[src/rtl/pe_load_sequencer.sv]
// rtl/pe_load_sequencer.sv - per-channel segment load sequencer feeding PE fmap/weight FIFOs
// Each channel waits for an optional release, pulses start, then streams len words.
module pe_load_sequencer #(
    parameter int DATA_WIDTH = 16,
    parameter int CH_NUM     = 2,
    parameter int LEN_WIDTH  = 8
) (
    input  logic                         clk,
    input  logic                         rst,
    input  logic [CH_NUM-1:0]            cmd_valid,
    output logic [CH_NUM-1:0]            cmd_ready,
    input  logic [CH_NUM*LEN_WIDTH-1:0]  cmd_len,
    input  logic [CH_NUM-1:0]            cmd_wait_rel,
    input  logic [CH_NUM-1:0]            release_pulse,
    input  logic [CH_NUM-1:0]            abort,
    input  logic [CH_NUM*DATA_WIDTH-1:0] src_data,
    input  logic [CH_NUM-1:0]            src_valid,
    output logic [CH_NUM-1:0]            src_ready,
    input  logic [CH_NUM-1:0]            pe_fifo_full,
    output logic [CH_NUM-1:0]            pe_start_load,
    output logic [CH_NUM*DATA_WIDTH-1:0] pe_data,
    output logic [CH_NUM-1:0]            pe_data_en,
    output logic [CH_NUM-1:0]            seg_done,
    output logic [CH_NUM-1:0]            busy
);

    typedef enum logic [2:0] {
        S_IDLE,
        S_WAIT_REL,
        S_START,
        S_STREAM,
        S_DONE
    } state_t;

    for (genvar n = 0; n < CH_NUM; n++) begin : g_ch
        state_t                 state;
        state_t                 state_nxt;
        logic [LEN_WIDTH-1:0]   len_q;
        logic [LEN_WIDTH-1:0]   beat_cnt;
        logic                   rel_pend;
        logic                   data_en_q;
        logic [DATA_WIDTH-1:0]  data_q;
        logic                   cmd_acc;
        logic                   beat_acc;
        logic                   last_beat;

        // cmd_ready is gated by rst so it stays low for the whole reset window
        assign cmd_ready[n] = (state == S_IDLE) && !rst && !abort[n];
        assign src_ready[n] = (state == S_STREAM) && !pe_fifo_full[n];
        assign cmd_acc      = cmd_valid[n] && cmd_ready[n];
        assign beat_acc     = src_valid[n] && src_ready[n];
        assign last_beat    = (beat_cnt == len_q - LEN_WIDTH'(1));

        assign pe_start_load[n] = (state == S_START);
        assign seg_done[n]      = (state == S_DONE) && !abort[n];
        assign busy[n]          = (state != S_IDLE);
        assign pe_data_en[n]    = data_en_q;
        assign pe_data[n*DATA_WIDTH +: DATA_WIDTH] = data_q;

        always_comb begin
            state_nxt = state;
            if (abort[n]) begin
                state_nxt = S_IDLE;
            end else begin
                case (state)
                    S_IDLE:     if (cmd_acc) state_nxt = cmd_wait_rel[n] ? S_WAIT_REL : S_START;
                    S_WAIT_REL: if (release_pulse[n] || rel_pend) state_nxt = S_START;
                    S_START:    state_nxt = (len_q == '0) ? S_DONE : S_STREAM;
                    S_STREAM:   if (beat_acc && last_beat) state_nxt = S_DONE;
                    S_DONE:     state_nxt = S_IDLE;
                    default:    state_nxt = S_IDLE;
                endcase
            end
        end

        always_ff @(posedge clk or posedge rst) begin
            if (rst) begin
                state <= S_IDLE;
            end else begin
                state <= state_nxt;
            end
        end

        always_ff @(posedge clk or posedge rst) begin
            if (rst) begin
                len_q     <= '0;
                beat_cnt  <= '0;
                rel_pend  <= 1'b0;
                data_en_q <= 1'b0;
                data_q    <= '0;
            end else if (abort[n]) begin
                beat_cnt  <= '0;
                rel_pend  <= 1'b0;
                data_en_q <= 1'b0;
            end else begin
                data_en_q <= beat_acc;
                if (beat_acc) begin
                    data_q <= src_data[n*DATA_WIDTH +: DATA_WIDTH];
                end
                if (cmd_acc) begin
                    len_q    <= cmd_len[n*LEN_WIDTH +: LEN_WIDTH];
                    beat_cnt <= '0;
                end else if (beat_acc) begin
                    beat_cnt <= beat_cnt + LEN_WIDTH'(1);
                end
                // WAIT_REL consumes the pending release; any other state remembers one
                if (state == S_WAIT_REL) begin
                    rel_pend <= 1'b0;
                end else if (release_pulse[n]) begin
                    rel_pend <= 1'b1;
                end
            end
        end
    end

endmodule

[config.mk]
export PLATFORM = sky130hd
export DESIGN_NAME = pe_load_sequencer
export DESIGN_NICKNAME = d
export VERILOG_FILES = /design/src/rtl/pe_load_sequencer.sv
export SDC_FILE = /design/constraint.sdc
export NUM_CORES = 1
export LEC_CHECK = 0
export CAP_MARGIN = 25
export CORE_AREA = 2 2 103 105
export DETAILED_ROUTE_END_ITERATION = 16
export DIE_AREA = 0 0 105 107
export DONT_BUFFER_PORTS = 1
export GPL_ROUTABILITY_DRIVEN = 0
export MAX_ROUTING_LAYER = met4
export PLACE_DENSITY = 0.5
export SKIP_CTS_REPAIR_TIMING = 1
export SLEW_MARGIN = 20
export SYNTH_ARGS = -nofsm -noshare
export SYNTH_HDL_FRONTEND = slang
export SYNTH_SLANG_ARGS = --single-unit
[constraint.sdc]
create_clock -name clk -period 2.94 [get_ports clk]
set_clock_uncertainty 0.15 [all_clocks]
set_input_delay 0.294 -clock clk [delete_from_list [all_inputs] [get_ports clk]]
set_output_delay 0.294 -clock clk [all_outputs]
set_load 0.01 [all_outputs]
==> qor.yml <==
grt_overflow: 0
multiInputGateArea_mm2: 0.00190
critical-path-slowest-cell: "or3_2"
synth_area_leader_cell: "dfrtp_1"
yosys.area_share.xor_xnor: 0.0715
port_buffers: 0
dp_hpwl_um: 5820
period_needed_ns: 2.10
h-tree-depth: 3
num_vias: 2747
dieHeight_um: 107
synth_top_family_by_area: "simple AND/OR/NAND/NOR gates"
endpoint_kind: "output pin"
clk_pin_slew_ns: 0.08
max_stage_delay_ns: 0.52
drive_gt1_frac: 0.199
drv_cap: 0
grt_start_max_net_pins: 63
cts_buffers: 9
hold_path.class: "input pin to flop"
synth_nets: 411
required_ns: 2.50
r2r_start: "g_ch[1].len_q[0]$_DFFE_PP0P_"
nets: 460
syn2layout_area_growth_pct: 19.9
cts.sinks: 74
synth-adder-area-share: 0.0191
initial_utilization: 0.389
clock_insertion_delay_worst_skew_ns: 0.33
crit_type: "flop to output pin"
p_total_mw: 3.79
synth_compound_area_frac: 0.0651
ioPinCount: 106
drc: 0
row_count: 37
die_x_um: 105
fillers: 976
yosys.area_share.simple: 0.182
final_core_util: 0.466
arrival_ns: 1.66
fin_crit_sh: 0.715
startpoint_type: "flop"
post_drt_wl_per_cell_um: 15.7
synth-edff-count: 0
ys_ff_latch: 74
crit_family: "simple AND/OR/NAND/NOR gates"
synth_cells: 343
seq_area_frac_synth: 0.472
clock-root-buffer: "clkbuf_8"
hold_viol: 0
gr-usage-all-layers: 0.148
power_leakage_nw: 2.05
cts_tree: "built"
syn_area_per_cell_um2: 11.4
worstMarginPinSlew_ns: 0.769
yosysMostFrequentCell: "dfrtp_1"
p_per_area_mw_per_mm2: 805
fin_tns_setup_ns: 0
clk_path_buf_depth: 2
ys_warn_count: 0
worstPathCellList: "or3_2, nor3_1"
drt-total-wl_um: 8360
grt_pass1_wl_um: 13000
synthFlopType: "dfrtp_1"
cp_max_fo: 11
relSlewSlack: 0.487
synthMuxAreaShare: 0.146
yosysTopAreaCellShare: 0.472
outcome: "finished, final reports clean"
yosys-top-cells-count: "dfrtp_1 (74), mux2_2 (39), nor2_1 (25)"
async_flop_share: 1.00
fmax_mhz: 476
slew_violations: 0
yosysUniqueCellTypes: 52
antenna_cells: 0
first_global_vias: 2571
seq_area_mm2: 0.00185
ant_nets: 0
die_area_mm2: 0.0112
rsz0062_at_grt: "no"
first_iter_violations: 112
syn_area_mm2: 0.00392
peakVddDrop_mv: 0.408
r2r_slack_ns: 0.89
cp-startpoint: "g_ch[1].state[1]$_DFFE_PP0P_"
vias_per_cell: 5.15
setup_viol: 0
antenna_found_initial: 0
core_mm2: 0.0101
path_buf_inv: 0
dr.pass1.iters: 5
synth_area_leaders: "dfrtp_1 (47%), mux2_2 (11%), xnor2_1 (4.0%), mux2_4 (3.4%), xor2_1 (3.1%)"
min_from: "src_valid[1]"
[layer usage]
| layer | GRT usage | wire [um] | up-vias |
|---|---|---|---|
| met3 | 0.0419 | 381 | 10 |
| li1 | - | - | 1314 |
| met2 | 0.246 | 4380 | 67 |
| met5 | - | 0 | - |
| met4 | 0.0400 | 105 | 0 |
| met1 | 0.178 | 3500 | 1356 |
[cells by family (layout without fill, tap and decap cells)]
group	count (synthesis)	after routing
buffers and inverters	26	80
muxes	48	48
AOI/OAI and AO/OA	37	37
xor gates and xnor gates	32	32
DFF	74	74
and+or+nand+nor	120	120
adders and majority gates	6	6
[flip-flops by register name (all words and copies together) (netlist names)]
name / cells
g_ch.data_q: 32
g_ch.state: 6
g_ch.data_en_q: 2
g_ch.len_q: 16
g_ch.rel_pend: 2
g_ch.beat_cnt: 16
[cell type report]
cell class | count | area share
Timing Repair Buffer | 56 | 0.118
Inverter | 8 | 0.00718
Clock inverter | 6 | 0.0144
Multi-Input combinational cell | 243 | 0.404
Tap cell | 136 | 0.0362
Sequential cell | 74 | 0.394
Clock buffer | 10 | 0.0271
[cells in the final DEF (no fill, tap or decap), types with 5 or more instances in the layout]
cell type	count
dfrtp_1	74
nor3_1	11
nand2b_1	7
dlygate4sd3_1	53
nor2_1	25
mux2_4	9
xnor2_1	18
nand2_1	18
o21ai_0	8
clkbuf_8	9
nand3b_1	5
a211oi_1	6
mux2_2	39
nor4_1	7
inv_1	7
xor2_1	14
nand4_1	8
a21oi_1	6
nand3_1	5
ha_1	6
[power breakdown]
part	leakage [nW]	internal, mW	switching, mW	total, mW
clock network	0.0925	0.394	0.382	0.776
registers	0.963	1.37	0.499	1.87
logic	0.991	0.655	0.482	1.14
[path summary, 6_finish.rpt]
path | endpoint | cells after the start
worst min register to register | g_ch[0].len_q[1]$_DFFE_PP0P_ | 1
worst min-delay path | g_ch[1].beat_cnt[1]$_DFFE_PP0P_ | 3
min in group asynchronous | g_ch[0].state[0]$_DFFE_PP0P_ | 2
max in group asynchronous | g_ch[1].len_q[6]$_DFFE_PP0P_ | 3
worst max register to register | g_ch[1].state[0]$_DFFE_PP0P_ | 7
worst max-delay path | cmd_ready[1] | 2
[tightest hold or removal path: stages]
cell,delay (ns)
nand2_1,0.05
nand2_1,0.07
a21oi_1,0.06
[through the flow]
step	hold slack [ns]	cells	setup WS (ns)	cell area, um2
2_1_floorplan	0.293	343	0.375	3930
3_3_place_gp	-0.00883	464	0.937	3980
3_5_place_dp	0.00464	464	0.915	3980
4_1_cts	-0.372	480	0.812	4170
5_1_grt	0.0245	533	0.641	4700
6_report	0.0292	533	0.839	4700
(Power assumes the default switching activity.)
